## src/rtl/riscv_core_pkg.sv

```systemverilog
// Shared types and constants for the RISC-V core front end.
// Fetch FSM states, default widths and opcode encodings.
package riscv_core_pkg;

  localparam int DEFAULT_XLEN = 32;

  localparam logic [31:0] NOP = 32'h0000_0013;

  localparam logic [6:0] OP_RTYPE  = 7'b0110011;
  localparam logic [6:0] OP_LOAD   = 7'b0000011;
  localparam logic [6:0] OP_STORE  = 7'b0100011;
  localparam logic [6:0] OP_BRANCH = 7'b1100011;

  typedef enum logic [1:0] {
    REQ  = 2'd0,
    WAIT = 2'd1,
    HOLD = 2'd2,
    DROP = 2'd3
  } fetch_state_t;

endpackage

```

## src/rtl/fetch_pc_reg.sv

```systemverilog
// Program counter with sequential step and aligned redirect load.
// Flags a misaligned redirect target one cycle after it is taken.
module fetch_pc_reg
  import riscv_core_pkg::*;
#(
  parameter int              XLEN     = DEFAULT_XLEN,
  parameter logic [XLEN-1:0] RESET_PC = '0,
  parameter int              PC_STEP  = 4
) (
  input  logic            clk,
  input  logic            reset,
  input  logic            inc,
  input  logic            redirect_valid,
  input  logic [XLEN-1:0] redirect_target,
  output logic [XLEN-1:0] pc,
  output logic            misalign_err
);

  logic [XLEN-1:0] target_aligned;

  assign target_aligned = {redirect_target[XLEN-1:2], 2'b00};

  // A redirect always wins over the sequential step.
  always_ff @(posedge clk) begin
    if (reset) begin
      pc           <= RESET_PC;
      misalign_err <= 1'b0;
    end else begin
      misalign_err <= redirect_valid && (redirect_target[1:0] != 2'b00);
      if (redirect_valid) begin
        pc <= target_aligned;
      end else if (inc) begin
        pc <= pc + XLEN'(PC_STEP);
      end
    end
  end

endmodule

```

## src/rtl/instr_fetch_unit.sv

```systemverilog
// Fetch stage: issues imem requests, holds the fetched instruction
// for decode, and squashes responses made stale by a redirect.
module instr_fetch_unit
  import riscv_core_pkg::*;
#(
  parameter int              XLEN     = DEFAULT_XLEN,
  parameter logic [XLEN-1:0] RESET_PC = '0,
  parameter int              PC_STEP  = 4
) (
  input  logic            clk,
  input  logic            reset,
  output logic            imem_req_valid,
  input  logic            imem_req_ready,
  output logic [XLEN-1:0] imem_req_addr,
  input  logic            imem_resp_valid,
  input  logic [31:0]     imem_resp_data,
  input  logic            redirect_valid,
  input  logic [XLEN-1:0] redirect_target,
  input  logic            stall,
  output logic            inst_valid,
  output logic [31:0]     inst,
  output logic [XLEN-1:0] inst_pc,
  output logic [6:0]      opcode,
  output logic            misalign_err
);

  fetch_state_t    state;
  fetch_state_t    state_nxt;
  logic [XLEN-1:0] pc;
  logic            hs;
  logic            load_inst;
  logic            consume;

  assign imem_req_valid = (state == REQ) && !reset;
  assign imem_req_addr  = pc;
  assign hs             = imem_req_valid && imem_req_ready;
  assign opcode         = inst[6:0];

  assign load_inst = (state == WAIT) && imem_resp_valid
                     && !redirect_valid;
  assign consume   = (state == HOLD)
                     && (redirect_valid || !stall);

  fetch_pc_reg #(
    .XLEN     (XLEN),
    .RESET_PC (RESET_PC),
    .PC_STEP  (PC_STEP)
  ) u_pc (
    .clk             (clk),
    .reset           (reset),
    .inc             (load_inst),
    .redirect_valid  (redirect_valid),
    .redirect_target (redirect_target),
    .pc              (pc),
    .misalign_err    (misalign_err)
  );

  always_comb begin
    state_nxt = state;
    unique case (state)
      REQ: begin
        if (hs) begin
          state_nxt = redirect_valid ? DROP : WAIT;
        end
      end
      WAIT: begin
        if (imem_resp_valid) begin
          state_nxt = redirect_valid ? REQ : HOLD;
        end else if (redirect_valid) begin
          state_nxt = DROP;
        end
      end
      // The stale response retires the request whatever else happens.
      DROP: begin
        if (imem_resp_valid) begin
          state_nxt = REQ;
        end
      end
      HOLD: begin
        if (consume) begin
          state_nxt = REQ;
        end
      end
      default: state_nxt = REQ;
    endcase
  end

  always_ff @(posedge clk) begin
    if (reset) begin
      state      <= REQ;
      inst_valid <= 1'b0;
      inst       <= '0;
      inst_pc    <= '0;
    end else begin
      state <= state_nxt;
      if (load_inst) begin
        inst       <= imem_resp_data;
        inst_pc    <= pc;
        inst_valid <= 1'b1;
      end else if (consume) begin
        inst_valid <= 1'b0;
      end
    end
  end

endmodule

```

## config.mk

```make
export PLATFORM = sky130hd
export DESIGN_NAME = instr_fetch_unit
export DESIGN_NICKNAME = d
export VERILOG_FILES = /design/src/rtl/riscv_core_pkg.sv /design/src/rtl/fetch_pc_reg.sv /design/src/rtl/instr_fetch_unit.sv
export SDC_FILE = /design/constraint.sdc
export NUM_CORES = 1
export LEC_CHECK = 0
export ABC_AREA = 1
export CAP_MARGIN = 10
export CORE_UTILIZATION = 47
export DETAILED_ROUTE_END_ITERATION = 8
export GPL_TIMING_DRIVEN = 1
export PLACE_DENSITY = 0.87
export SYNTH_ARGS = -nofsm -noshare
export SYNTH_HDL_FRONTEND = slang
export SYNTH_SLANG_ARGS = --single-unit
```

## constraint.sdc

```tcl
create_clock -name clk -period 3.2 [get_ports clk]
set_input_delay 0.32 -clock clk [delete_from_list [all_inputs] [get_ports clk]]
set_output_delay 0.32 -clock clk [all_outputs]
set_load 0.05 [all_outputs]
```

==> results of run 1 <==
[cells by family after synthesis]
kind of cell / count (synthesis) / share of synthesized area (%)
fa+ha+maj: 1 / 0.282
compound gates: 109 / 13.5
simple gates: 335 / 32.0
xor+xnor: 3 / 0.593
buf+inv: 92 / 10.2
flops: 96 / 43.4
other cells: 1 / 0.0846
[cells in the final DEF, fill, tap and decap left out, drive strengths merged]
master,instances
nand3,38
a22o,3
nor2,153
or2,1
o221ai,1
clkdlybuf4s50,170
a21oi,19
a21boi,1
dfxtp,96
clkbuf,9
ha,1
a31oi,12
nor3,19
o31ai,2
conb,4
nand4,4
o311ai,1
o211ai,3
xnor2,2
buf,7
bufinv,1
clkinvlp,4
a211oi,2
xor2,1
o21ai,65
inv,51
and2,1
clkinv,1
nand2,117
nand3b,2
[synthesized netlist by cell type]
cell type / instances
clkinv_2: 1
clkbuf_1: 16
nor3_1: 17
a21boi_0: 1
conb_1: 1
o21ai_1: 2
nand2_4: 1
xor2_1: 1
or2_1: 1
nand2_2: 2
nand3b_1: 2
o211ai_1: 3
and2_1: 1
nor2_4: 2
buf_6: 6
o21ai_0: 63
buf_1: 2
a22o_1: 3
buf_4: 15
xnor2_1: 2
buf_2: 3
ha_1: 1
a211oi_1: 2
nand2_1: 114
inv_2: 2
inv_1: 47
nand3_2: 1
a21oi_1: 19
nor3_4: 1
dfxtp_1: 96
o31ai_1: 2
nor2_2: 7
o221ai_1: 1
o311ai_1: 1
nor2_1: 144
nor3_2: 1
nand3_1: 37
nand4_1: 4
a31oi_1: 12
[cell type report]
class	instances	area, sq um
well taps	111	139
fillers	762	2910
inverters	50	189
flip-flops and latches	96	1920
repair buffers	177	1770
clock buffers	9	124
multi-input cells	452	2070
clock inverters	7	80.1
[power groups by stage]
stage,clock network [mW],registers [mW],logic (mW)
2_1_floorplan,0,1.86,0.456
3_3_place_gp,0,1.46,1.25
3_5_place_dp,0,1.47,1.27
4_1_cts,0.835,1.44,1.28
5_1_grt,0.892,1.46,1.36
6_report,0.825,1.45,1.28
[worst max path at each step]
| stage | from | end | slack, ns |
|---|---|---|---|
| 2_1_floorplan | reset | imem_req_valid | 1.10 |
| 6_report | u_pc.pc[14] | imem_req_addr[14] | 1.15 |
| 3_3_place_gp | imem_resp_valid | u_pc.pc[26] | 1.02 |
| 3_5_place_dp | imem_resp_valid | u_pc.pc[26] | 0.94 |
| 4_1_cts | u_pc.pc[6] | imem_req_addr[6] | 1.15 |
| 5_1_grt | u_pc.pc[13] | imem_req_addr[13] | 1.11 |
[registers in the layout (all words and copies together) (netlist names)]
signal / flops
u_pc.misalign_err: 1
u_pc.pc: 30
inst: 32
state: 2
inst_pc: 30
inst_valid: 1
[layer usage]
layer	GRT usage [%]	vias to the layer above
met5	0	-
met4	11.8	0
met3	4.50	22
met2	47.3	222
met1	34.0	2203
li1	-	2345
[stage by stage]
step	util [%]	area, sq um
finish	68.4	6290
global route	68.4	6290
CTS	68.4	6290
detailed placement	66.2	6090
global placement	66.2	6090
floorplan	-	4440
==> impl_metrics.yaml, run 1 <==
routing:
  top_signal_layer_used: "met4"
  first_pass_iters: 5
  drc: 0
  wl_met1_mm: 5.86
  routed_wl_mm: 13.7
  via_count: 4792
  wl_met2_mm: 6.59
  drtAntennaViolNets: 0
  via_per_inst: 5.31
  wl_met3_microns: 951
  avgRoutedWirePerCell_microns: 15.1
  drt_iter0_markers: 318
finish:
  finalNonFillerCells: 902
  antenna_cells: 0
  nets: 857
  drive_gt1_share_pct: 5.31
  syn2layout_area_growth_pct: 41.9
power_and_ir_drop:
  power_frac_seq_pct: 40.7
  pwr_density_cell_nw_per_um2: 565
  p_switching_mw: 1.43
  power_leakage_nw: 2.45
  pwr-share-comb_pct: 36.1
  clockPowerShare_pct: 23.2
  p_sw_share_pct: 40.1
  power.internal_mw: 2.13
  peakVddDrop_v: 0.000309
  power_mw: 3.55
sta:
  fin_crit_ns: 2.05
  holdWs_ns: 0.480
  setup_viol: 0
  layout_setup_ws_ns: 1.15
  fin_skew_ns: 0.00926
  setup_tns_ns: 0
  max-slew-margin-rel_pct: 47.6
  hold_viol: 0
  drv_slew: 0
  rsz0062_at_grt: "false"
  final.period_utilization_pct: 64.1
  timing.fmax_mhz: 487
  worst_pin_slew_ns: 0.785
worst_setup_path:
  r2r_setup_slack_ns: 1.31
  slowest_stage: "clkdlybuf4s50_1"
  end_kind: "output port"
  cp.depth: 1
  cp.required_ns: 2.88
  rr_startpoint: "state[0]"
  r2r_end: "u_pc.pc[26]"
  path_buf_inv: 1
  cp_max_fo: 7
  startpoint_type: "flip-flop"
  crit_path_max_incr_delay_ns: 0.88
  path_cells: "clkdlybuf4s50_1"
  reg2regPathDepth: 8
  crit_type: "reg2out"
  crit_arrival_ns: 1.73
  crit_family: "buffers and inverters"
global_route:
  grt_pass1_vias: 4562
  grt_pass1_wl_mm: 21.4
  antenna_found_initial: 0
  grt_use_total_pct: 27.4
  grt_max_degree: 69
  overflow: 0
die:
  dieArea_sq_um: 9820
  io_pins: 176
  start_util_pct: 48.2
  dieWidth_microns: 99.1
  die_y_microns: 99.1
  num_rows: 35
  design.core.area_sq_um: 9200
placement:
  portBuffers: 171
  dp_cells: 886
  place.gp.congestion: 0.880
  hpwl_mm: 9.59
  place_ws_ns: 0.937
clock_network:
  clock_latency_ns: 0.36
  cts_setup_buffers: 0
  ctsResizeCount: 0
  cts_tree: "done"
  htree_levels: 3
  root_buffer: "clkbuf_8"
  cts_buffers: 9
  clk_pin_slew_ns: 0.10
  postCtsHoldBufs: 0
  cts_buffer_depth: 2
  clock_sinks: 96
yosys:
  synth_warnings: 0
  syn_inst: 637
  ys_ff_latch: 96
  synth_cell_type_count: 39
  yosys-top-cells-area: "dfxtp_1 43%, nor2_1 12%, nand2_1 9.7%"
  yosys.area.top_type: "dfxtp_1"
  synth_seq_area_share_pct: 43.4
  syn_area_per_cell_sq_um: 6.96
  synth_area_sq_um: 4430
  yosysTopAreaCellShare_pct: 43.4
status:
  status: "finished clean"
min_path:
  hold_start: "inst_valid"
  hold_depth: 2
  hold_path_class: "reg2reg"
  min_to: "inst_valid"
flow_run:
  drv_cap: 0
(Power assumes the default switching activity.)
==> run 2, diff against run 1 <==
--- a/config.mk
+++ b/config.mk
@@ -7,10 +7,10 @@
 export LEC_CHECK = 0
 export ABC_AREA = 1
 export CAP_MARGIN = 10
-export CORE_UTILIZATION = 47
+export CORE_UTILIZATION = 44
 export DETAILED_ROUTE_END_ITERATION = 8
 export GPL_TIMING_DRIVEN = 1
-export PLACE_DENSITY = 0.87
+export PLACE_DENSITY = 0.82
 export SYNTH_ARGS = -nofsm -noshare
 export SYNTH_HDL_FRONTEND = slang
 export SYNTH_SLANG_ARGS = --single-unit
==> constraint.sdc (replaced) <==
create_clock -name clk -period 1.9 [get_ports clk]
set_input_delay 0.19 -clock clk [delete_from_list [all_inputs] [get_ports clk]]
set_output_delay 0.19 -clock clk [all_outputs]
set_load 0.05 [all_outputs]
==> impl_metrics.yaml, run 2 (same netlist as run 1, synthesis figures left out) <==
clock_network:
  cts_buffer_depth: 2
  clk_pin_slew_ns: 0.10
  postCtsHoldBufs: 0
  cts_tree: "done"
  htree_levels: 3
  root_buffer: "clkbuf_8"
  cts_buffers: 9
  clock_sinks: 96
  clock_latency_ns: 0.37
worst_setup_path:
  startpoint_type: "flip-flop"
  slowest_stage: "clkdlybuf4s50_1"
  cp_max_fo: 6
  crit_arrival_ns: 1.68
  crit_family: "buffers and inverters"
  startpoint: "u_pc.pc[21]"
  crit_path_max_incr_delay_ns: 0.85
  end_kind: "output port"
  r2r_end: "u_pc.pc[20]"
  rr_startpoint: "u_pc.pc[3]"
  crit_type: "reg2out"
  path_cells: "clkdlybuf4s50_1"
  r2r_setup_slack_ns: 0.18
  path_buf_inv: 1
  cp.required_ns: 1.71
  reg2regPathDepth: 8
placement:
  hpwl_mm: 9.89
  portBuffers: 171
  place_ws_ns: 0.0519
  place.gp.congestion: 0.907
power_and_ir_drop:
  power_leakage_nw: 2.84
  power.internal_mw: 3.93
  pwr_density_cell_nw_per_um2: 964
  p_sw_share_pct: 37.9
  peakVddDrop_v: 0.000486
  clockPowerShare_pct: 26.2
  p_switching_mw: 2.40
  pwr-share-comb_pct: 35.5
  power_mw: 6.33
  power_frac_seq_pct: 38.3
sta:
  rsz0062_at_grt: "false"
  worst_pin_slew_ns: 0.537
  layout_setup_ws_ns: 0.0261
  hold_viol: 0
  final.period_utilization_pct: 98.6
  setup_viol: 0
  fin_skew_ns: 0.0121
  setup_tns_ns: 0
  timing.fmax_mhz: 534
  drv_slew: 0
  fin_crit_ns: 1.87
  max-slew-margin-rel_pct: 64.1
die:
  start_util_pct: 45.4
  num_rows: 36
  io_pins: 176
  die_y_microns: 102
  design.core.area_sq_um: 9770
  dieWidth_microns: 102
  dieArea_sq_um: 10500
finish:
  top_regs: "inst (32), inst_pc (30), u_pc.pc (30)"
  largest_reg_flops: 32
  nets: 874
  antenna_cells: 0
  drive_gt1_share_pct: 7.67
  most-common-layout-cells: "152 x clkdlybuf4s50_1, 144 x nor2_1, 113 x nand2_1"
  final_common_cell: "clkdlybuf4s50_1"
  regMostFlops: "inst"
  syn2layout_area_growth_pct: 48.1
routing:
  via_count: 4811
  wl_met3_mm: 1.00
  wl_met2_mm: 6.68
  routed_wl_mm: 13.6
  via_per_inst: 5.11
  drtAntennaViolNets: 0
  first_pass_iters: 5
  avgRoutedWirePerCell_microns: 14.5
  wl_met1_mm: 5.66
  drt_iter0_markers: 258
  drc: 0
  top_signal_layer_used: "met4"
min_path:
  hold_start: "redirect_target[0]"
  min_to: "u_pc.misalign_err"
  hold_path_class: "in2reg"
  hold_depth: 3
flow_run:
  drv_cap: 0
global_route:
  grt_use_total_pct: 26.2
  grt_max_degree: 69
  grt_pass1_wl_mm: 21.5
  antenna_found_initial: 0
  overflow: 0
  grt_pass1_vias: 4622
status:
  status: "finished clean"
-- run 2: layout make-up --
cell class,count,area [sq um]
multi-input cells,452,2070
inverters,50,189
fillers,810,3210
clock inverters,7,125
clock buffers,9,124
repair buffers,194,1960
flip-flops and latches,96,1920
well taps,133,166
-- run 2: worst max-delay path by stage --
stage | endpoint | slack, ns | cells after the start
2_1_floorplan | u_pc.pc[24] | 0.01 | 12
3_3_place_gp | u_pc.pc[11] | 0.1 | 11
3_5_place_dp | inst[7] | 0.05 | 8
4_1_cts | imem_req_addr[9] | 0.004 | 1
5_1_grt | imem_req_addr[30] | 0.002 | 1
6_report | imem_req_addr[21] | 0.03 | 1
-- run 2: power groups by stage --
| stage | combinational [mW] | sequential, mW | clock (mW) |
|---|---|---|---|
| global placement | 2.21 | 2.46 | 0 |
| CTS | 2.25 | 2.42 | 1.68 |
| global route | 2.40 | 2.45 | 1.76 |
| finish | 2.25 | 2.42 | 1.66 |
| detailed placement | 2.25 | 2.47 | 0 |
| floorplan | 0.767 | 3.14 | 0 |
-- run 2: per-layer routing --
metal	global-route usage [%]	vias up
met5	0	-
met4	10.1	0
met3	4.99	23
met2	46.2	224
met1	31.6	2191
li1	-	2373
-- run 2: through the flow --
step / hold WS, ns / instances / instance area, sq um / util [%]
CTS: 0.377 / 941 / 6530 / 66.8
global placement: 0.457 / 925 / 6280 / 64.2
finish: 0.385 / 941 / 6570 / 67.2
detailed placement: 0.468 / 925 / 6280 / 64.2
global route: 0.390 / 941 / 6570 / 67.2
floorplan: 0.346 / 640 / 4450 / -
-- run 2: worst min-delay path, delay by kind of cell --
kind | cells | cell delay, ns
buf+inv | 1 | 0.40
simple gates | 2 | 0.13
-- run 2: what timing repair did --
item                                    CTS  global route
setup buffers                             0             0
gates cloned                              0             0
hold endpoints to repair                  0             0
resized for setup                         2            16
endpoints found under the setup margin    2            17
==> run 3, diff against run 2 <==
--- a/config.mk
+++ b/config.mk
@@ -10,7 +10,8 @@
 export CORE_UTILIZATION = 44
 export DETAILED_ROUTE_END_ITERATION = 8
 export GPL_TIMING_DRIVEN = 1
-export PLACE_DENSITY = 0.82
+export PLACE_DENSITY = 0.81
 export SYNTH_ARGS = -nofsm -noshare
 export SYNTH_HDL_FRONTEND = slang
+export SYNTH_HIERARCHICAL = 1
 export SYNTH_SLANG_ARGS = --single-unit
==> impl_metrics.yaml, run 3 <==
global_route:
  overflow: 0
  grt_max_degree: 53
  grt_pass1_wl_mm: 22.8
  antenna_found_initial: 0
  grt_use_total_pct: 25.5
  grt_pass1_vias: 4778
sta:
  hold_viol: 0
  max-slew-margin-rel_pct: 63.7
  timing.fmax_mhz: 540
  fin_crit_ns: 1.85
  fin_skew_ns: 0.00986
  worst_pin_slew_ns: 0.542
  setup_tns_ns: 0
  rsz0062_at_grt: "false"
  drv_slew: 0
  final.period_utilization_pct: 97.5
  setup_viol: 0
worst_setup_path:
  startpoint_type: "flip-flop"
  slowest_stage: "clkdlybuf4s50_1"
  crit_family: "buffers and inverters"
  cp.required_ns: 1.71
  crit_path_max_incr_delay_ns: 0.85
  cp_max_fo: 6
  crit_arrival_ns: 1.66
  rr_startpoint: "u_pc/pc[2]"
  path_cells: "clkdlybuf4s50_1"
  r2r_setup_slack_ns: 0.15
  crit_type: "reg2out"
  path_buf_inv: 1
  end_kind: "output port"
  reg2regPathDepth: 9
  r2r_end: "u_pc/pc[16]"
yosys:
  syn_inst: 650
  synthTopCellsByCount: "166 x nor2_1, 106 x nand2_1, 98 x dfxtp_1"
  synth-edff-count: 0
  synth_seq_area_share_pct: 42.3
  yosys.area.top_type: "dfxtp_1"
  synth_warnings: 6
  synth_top_flop_cell: "dfxtp_1"
  yosysTopAreaCellShare_pct: 42.3
  synth.most_common_cell: "nor2_1"
  synth_area_sq_um: 4640
  synth_cell_type_count: 36
  yosys-top-cells-area: "dfxtp_1 42%, nor2_1 13%, nand2_1 8.6%"
  async_reset_ff_share_pct: 0
  syn_area_per_cell_sq_um: 7.14
  ys_ff_latch: 98
finish:
  syn2layout_area_growth_pct: 43.2
  nets: 886
  drive_gt1_share_pct: 8.17
  final_common_cell: "nor2_1"
  antenna_cells: 0
  design_area_sq_um: 6650
  finalNonFillerCells: 956
  most-common-layout-cells: "166 x nor2_1, 151 x clkdlybuf4s50_1, 106 x nand2_1"
  fin_util_pct: 64.7
  top_regs: "inst (32), inst_pc (32), u_pc/pc (30)"
die:
  design.core.area_sq_um: 10300
  num_rows: 37
  io_pins: 176
  dieWidth_microns: 105
  die_y_microns: 105
  start_util_pct: 45.2
  dieArea_sq_um: 11000
clock_network:
  clk_pin_slew_ns: 0.09
  clock_sinks: 98
  cts_setup_buffers: 0
  cts_tree: "done"
  postCtsHoldBufs: 0
  clock_latency_ns: 0.36
  cts_buffer_depth: 2
  htree_levels: 3
  cts_buffers: 9
  root_buffer: "clkbuf_8"
placement:
  dpl-instance-area_sq_um: 6430
  place.gp.congestion: 0.965
  dp_cells: 940
  portBuffers: 173
  hpwl_mm: 9.84
power_and_ir_drop:
  power_leakage_nw: 2.88
  power_mw: 5.43
  pwr_density_cell_nw_per_um2: 818
  peakVddDrop_v: 0.000479
routing:
  routed_wl_mm: 13.8
  drtAntennaViolNets: 0
  drt_iter0_markers: 315
  avgRoutedWirePerCell_microns: 14.4
  via_count: 4954
  drc: 0
  via_per_inst: 5.18
  first_pass_iters: 7
min_path:
  hold_start: "redirect_target[0]"
  hold_path_class: "in2reg"
  hold_depth: 3
  min_to: "u_pc/misalign_err"
status:
  status: "finished clean"
flow_run:
  drv_cap: 0
==> run 3: cell types whose count changed after synthesis, moves of 8 or more <==
cell	delta
inv_1	-13
nor3_1	-15
nor2_1	+22
a22oi_1	+20
o21ai_1	+27
a31oi_1	-8
nand2_1	-8
o21ai_0	-22
==> run 3: repair_timing <==
action / 4_1_cts / 5_1_grt
cloned: 0 / 0
gates resized for setup: 6 / 11
pin swaps: 0 / 0
endpoints found under the setup margin: 6 / 12
==> run 3: kinds of logic (layout without fill, tap and decap cells) <==
family / Yosys count / in the layout / synth area share [%]
AND/OR/NAND/NOR: 343 / 343 / 31.7
AO/OA/AOI/OAI: 124 / 124 / 14.9
flip-flops: 98 / 98 / 42.3
buffers and inverters: 76 / 245 / 9.46
XOR/XNOR: 7 / 7 / 1.32
adder cells (fa/ha/maj): 1 / 1 / 0.269
other: 1 / 2 / 0.0808
==> run 3: routing by layer <==
metal	wire [microns]	part of all wire, %	global-route usage, %
met1	6130	44	32.6
met2	6580	48	43.1
met3	848	6.1	3.43
met4	240	1.7	10.8
met5	0	0	0
==> run 3: how the worst max path moves through the flow <==
stage	start	endpoint	slack [ns]	cells after the start
after floorplan	u_pc/pc[2]	u_pc/pc[28]	0.08	8
after global placement	imem_resp_valid	inst[10]	0.02	6
after detailed placement	imem_resp_valid	inst[30]	-0.08	6
after CTS	u_pc/pc[13]	imem_req_addr[13]	0.0003	1
after global routing	u_pc/pc[6]	imem_req_addr[6]	0.004	1
final	u_pc/pc[7]	imem_req_addr[7]	0.05	1
==> run 3: final cells by class <==
| class | instances | area, sq um |
|---|---|---|
| flip-flops and latches | 98 | 1960 |
| well taps | 136 | 170 |
| multi-input cells | 477 | 2240 |
| clock inverters | 6 | 67.6 |
| repair buffers | 193 | 1940 |
| inverters | 36 | 135 |
| fillers | 929 | 3630 |
| clock buffers | 10 | 128 |
==> run 3: through the flow <==
step                setup WS, ns  hold WS (ns)
floorplan                 0.0803         0.252
CTS                     0.000340         0.387
global route             0.00399         0.402
finish                    0.0468         0.402
detailed placement       -0.0845         0.465
global placement          0.0200         0.466
==> run 3: tightest hold or removal path, stage by stage <==
cell and delay (ns):
clkdlybuf4s50_1 0.40, nor2_1 0.09, nor3_1 0.05
==> run 3: where the power goes <==
part | switching, mW | total [mW] | leakage, nW | internal (mW)
combinational | 1.09 | 1.70 | 1.99 | 0.611
sequential | 0.157 | 2.39 | 0.799 | 2.23
clock | 0.736 | 1.35 | 0.0925 | 0.612
==> patch 1 (flow settings as in run 1) <==
The package constant `DEFAULT_XLEN` goes from 32 to 48.
--- a/src/rtl/riscv_core_pkg.sv
+++ b/src/rtl/riscv_core_pkg.sv
@@ -2,7 +2,7 @@
 // Fetch FSM states, default widths and opcode encodings.
 package riscv_core_pkg;
 
-  localparam int DEFAULT_XLEN = 32;
+  localparam int DEFAULT_XLEN = 48;
 
   localparam logic [31:0] NOP = 32'h0000_0013;
 
Interface: changed (resized imem_req_addr, inst_pc and redirect_target); port bits go from 176 to 224. The function was not compared with the original's and may differ.
==> patch 1 against run 1 <==
Clock skew is 1.8 ps lower. Clock power increased by 100%. Sequential cell count increased by 32. First-iteration DRC count increased by 69%. Global-route usage rose by 2.4 points. Wire length increased by 53%. Power increased by 46%. Synthesized area up 44%. Final cell count up 44%. Setup slack lost 150 ps. Final area rose by 44%. Count of clock-buffer cells in the layout rose by 12. Critical path type unchanged. Highest routed layer unchanged.
==> patch 1: results (changes against run 1) <==
<table>
<tr><th>Metric</th><th>Value</th></tr>
<tr><th colspan="2">Clock tree</th></tr>
<tr><td>Clock network latency to the later pin of the worst-skew pair</td><td>410 ps (+50 ps)</td></tr>
<tr><td>H-tree level count</td><td>4 (+1)</td></tr>
<tr><th colspan="2">Layout</th></tr>
<tr><td>Number of filler instances in the final layout</td><td>1122 (+47%)</td></tr>
<tr><td>Count of multi-input combinational gates</td><td>669 (+48%)</td></tr>
<tr><td>Non-Clock Buffer Count</td><td>232 (+31%)</td></tr>
<tr><td>Count of nets after finishing</td><td>1204 (+40%)</td></tr>
<tr><td>Number of clock buffer instances in the layout</td><td>21 (+12)</td></tr>
<tr><td>Leading registers by flop count</td><td>inst_pc x46, u_pc.pc x46, inst x32</td></tr>
<tr><td>Signal buf overhead</td><td>25.1% (-2.9 points)</td></tr>
<tr><td>Number of logic inverters in the finished layout</td><td>69 (+38%)</td></tr>
<tr><td>Seq/total area</td><td>28.3% (-2.3 points)</td></tr>
<tr><th colspan="2">Outcome</th></tr>
<tr><td>Outcome</td><td>completed</td></tr>
<tr><th colspan="2">Detailed routing</th></tr>
<tr><td>Drt first-iter violations</td><td>538 (+69%)</td></tr>
<tr><td>Post-detailed-route wirelength per cell</td><td>16.1 µm (+6.3%)</td></tr>
<tr><td>Wire length on met2</td><td>9610 µm (+46%)</td></tr>
<tr><td>Met3 WL post-DR</td><td>1820 µm (+91%)</td></tr>
<tr><td>Wire length on met1</td><td>8920 µm (+52%)</td></tr>
<tr><th colspan="2">Timing</th></tr>
<tr><td>Worst hold margin</td><td>306 ps (-175 ps)</td></tr>
<tr><td>Pin slew with the least headroom to its limit</td><td>786 ps (+1.34 ps)</td></tr>
<tr><th colspan="2">Hold path</th></tr>
<tr><td>Terminating pin of the worst hold path</td><td>u_pc.pc[46]</td></tr>
<tr><td>Worst hold start</td><td>reset</td></tr>
<tr><th colspan="2">Setup path</th></tr>
<tr><td>Critical path fanouts, max</td><td>5 (-2)</td></tr>
<tr><td>Launch instance of the worst register-to-register path</td><td>u_pc.pc[6]</td></tr>
<tr><td>Setup slack on the worst flop-to-flop path</td><td>1200 ps (-110 ps)</td></tr>
<tr><th colspan="2">Synth</th></tr>
<tr><td>Unique cell type count in the Yosys netlist</td><td>47 (+21%)</td></tr>
<tr><td>Compound-gate portion of the synthesized area</td><td>14.8% (+1.3 points)</td></tr>
<tr><td>Top post-synthesis cells by count</td><td>195 x sky130_fd_sc_hd__nor2_1, 175 x sky130_fd_sc_hd__nand2_1, 128 x sky130_fd_sc_hd__dfxtp_1</td></tr>
<tr><th colspan="2">Power and ir drop</th></tr>
<tr><td>Switching power</td><td>0.00188 W (+32%)</td></tr>
<tr><td>Combinational fraction of design power</td><td>31.4% (-4.7 points)</td></tr>
<tr><td>Peak supply drop</td><td>0.363 mV (+17%)</td></tr>
<tr><th colspan="2">Global route</th></tr>
<tr><td>Overall Global Routing Usage</td><td>29.8% (+2.4 points)</td></tr>
<tr><td>Via count of the first global-routing pass</td><td>6432 (+41%)</td></tr>
</table>
[patch 1: how the worst max path moves through the flow]
| stage | cells after the start | slack [ps] | start | endpoint |
|---|---|---|---|---|
| after floorplan | 12 | 1190 | u_pc.pc[2] | u_pc.pc[40] |
| after CTS | 4 | 980 | state[1] | imem_req_valid |
| after global routing | 4 | 920 | state[1] | imem_req_valid |
| after global placement | 11 | 850 | imem_resp_valid | u_pc.pc[27] |
| after detailed placement | 11 | 810 | imem_resp_valid | u_pc.pc[27] |
| final | 4 | 990 | state[1] | imem_req_valid |
[patch 1: metrics by stage]
step | instances | power (W) | cell area [µm²]
2_1_floorplan | 924 | 0.00300 | 6390
3_3_place_gp | 1274 | 0.00354 | 8580
3_5_place_dp | 1274 | 0.00357 | 8580
4_1_cts | 1298 | 0.00521 | 9070
5_1_grt | 1298 | 0.00542 | 9070
6_report | 1298 | 0.00520 | 9070
==> patch 2 (settings of run 1) <==
Made on the original files. Reset style: asynchronous (`reset`), changed in 2 clocked blocks.
--- a/src/rtl/fetch_pc_reg.sv
+++ b/src/rtl/fetch_pc_reg.sv
@@ -21,7 +21,7 @@
   assign target_aligned = {redirect_target[XLEN-1:2], 2'b00};
 
   // A redirect always wins over the sequential step.
-  always_ff @(posedge clk) begin
+  always_ff @(posedge clk or posedge reset) begin
     if (reset) begin
       pc           <= RESET_PC;
       misalign_err <= 1'b0;
--- a/src/rtl/instr_fetch_unit.sv
+++ b/src/rtl/instr_fetch_unit.sv
@@ -85,7 +85,7 @@
     endcase
   end
 
-  always_ff @(posedge clk) begin
+  always_ff @(posedge clk or posedge reset) begin
     if (reset) begin
       state      <= REQ;
       inst_valid <= 1'b0;
Function: differs if reset is asserted again (counterexample within 4 cycles, from zero or initial values and one cycle with reset high); with reset held inactive, the same outputs for 10 cycles.
==> patch 2 against run 1 <==
Wire length increased by 7.9%. Sequential cell count unchanged. Non-clock buffer count increased by 2. Setup slack got worse by 210 ps. Register-to-register slack got worse by 330 ps. Highest routed layer unchanged. Synthesized area increased by 7.8%. Final area increased by 6.5%.
Power is not compared: it rests on default switching activity, and its combinational part moved more than twofold at a synthesized area within 25%.
==> patch 2: results (changes against run 1) <==
<table>
<tr><th>Metric</th><th>Value</th></tr>
<tr><th colspan="2">Synth</th></tr>
<tr><td>Area contributors post-synth</td><td>sky130_fd_sc_hd__dfrtp_1 50%, sky130_fd_sc_hd__nand2_1 21%, sky130_fd_sc_hd__nor2_1 6.9%</td></tr>
<tr><td>Mean instance size in the synthesized netlist</td><td>7.29 µm² (+4.8%)</td></tr>
<tr><td>Async set or reset register ratio after synthesis</td><td>100% (+100 points)</td></tr>
<tr><td>Area share of the largest cell type after synthesis</td><td>50.3% (+6.9 points)</td></tr>
<tr><td>Top post-synthesis cells by count</td><td>273 x sky130_fd_sc_hd__nand2_1, 96 x sky130_fd_sc_hd__dfrtp_1, 88 x sky130_fd_sc_hd__nor2_1</td></tr>
<tr><td>Unique cell type count in the Yosys netlist</td><td>29 (-26%)</td></tr>
<tr><td>Top FF cell, synth</td><td>sky130_fd_sc_hd__dfrtp_1</td></tr>
<tr><th colspan="2">Place</th></tr>
<tr><td>DP Worst Slack</td><td>659 ps (-278 ps)</td></tr>
<tr><td>Placed Cells</td><td>936 (+5.6%)</td></tr>
<tr><td>Placer congestion estimate</td><td>0.941 (+6.9%)</td></tr>
<tr><td>DP Wirelength</td><td>11100 µm (+16%)</td></tr>
<tr><th colspan="2">Global route</th></tr>
<tr><td>Largest net degree at the start of global routing</td><td>72 (+4.3%)</td></tr>
<tr><td>Via count of the first global-routing pass</td><td>4693 (+2.9%)</td></tr>
<tr><td>Overall Global Routing Usage</td><td>28.8% (+1.4 points)</td></tr>
<tr><td>Wire length of the first global-routing pass</td><td>23000 µm (+7.3%)</td></tr>
<tr><th colspan="2">Layout</th></tr>
<tr><td>Final Instance Count excl. Fillers</td><td>951 (+5.4%)</td></tr>
<tr><td>Most common cell after layout, fill and taps aside</td><td>sky130_fd_sc_hd__nand2_1</td></tr>
<tr><td>Count of nets after finishing</td><td>885 (+3.3%)</td></tr>
<tr><th colspan="2">Setup path</th></tr>
<tr><td>Cell depth of the worst flop-to-flop path</td><td>7 (-1)</td></tr>
<tr><td>Critical path fanouts, max</td><td>6 (-1)</td></tr>
<tr><td>Arrival time at the worst endpoint</td><td>1940 ps (+210 ps)</td></tr>
<tr><th colspan="2">Outcome</th></tr>
<tr><td>Outcome</td><td>completed</td></tr>
<tr><th colspan="2">Detailed routing</th></tr>
<tr><td>Drt first-iter violations</td><td>301 (-5.3%)</td></tr>
<tr><th colspan="2">Timing</th></tr>
<tr><td>Setup Skew</td><td>9.34 ps (+0.0893 ps)</td></tr>
<tr><th colspan="2">Hold path</th></tr>
<tr><td>Class of the tightest hold or removal check</td><td>input port to asynchronous set/reset pin</td></tr>
</table>
[patch 2: final timing paths]
check | from | endpoint | slack, ps
min reg2reg | inst_pc[11] | inst_pc[11] | 480
max reg2reg | state[0] | inst_valid | 980
min in group clk | inst_pc[11] | inst_pc[11] | 480
max | state[1] | imem_req_valid | 940
min | reset | state[0] | 380
max in group asynchronous | reset | inst_pc[18] | 2000
[patch 2: stage by stage]
| step | cell area [µm²] | hold slack, ps |
|---|---|---|
| floorplan | 4790 | 437 |
| global placement | 6530 | 454 |
| finish | 6700 | 382 |
| CTS | 6700 | 399 |
| global route | 6700 | 447 |
| detailed placement | 6530 | 457 |
[patch 2: power by group through the flow]
stage	Clock [W]	Combinational, W	Sequential (W)
floorplan	0	0.00103	0.00370
global placement	0	0.00394	0.00209
detailed placement	0	0.00401	0.00211
CTS	0.000741	0.00402	0.00209
global route	0.000784	0.00423	0.00215
finish	0.000736	0.00401	0.00209
[patch 2: layout make-up]
class	count	area [µm²]
Tap cell	133	166
Multi-Input combinational cell	480	2000
Timing Repair Buffer	179	1770
Inverter	48	183
Fill cell	847	3120
Clock inverter	4	30.0
Sequential cell	96	2400
Clock buffer	11	141
[patch 2: logic make-up after synthesis]
family / after synthesis / synth area share [%]
AOI/OAI and AO/OA: 65 / 7.36
other: 1 / 0.0785
and+or+nand+nor: 410 / 33.9
adders and majority gates: 1 / 0.262
buffers and inverters: 82 / 8.07
DFF: 96 / 50.3
[patch 2: per-layer routing]
metal / global-route usage (%) / wire length, µm / vias to the layer above
met3: 3.25 / 1180 / 16
met2: 49.2 / 7150 / 208
met4: 9.43 / 249 / 0
met1: 38.5 / 6170 / 2327
met5: 0 / 0 / -
li1: - / - / 2347
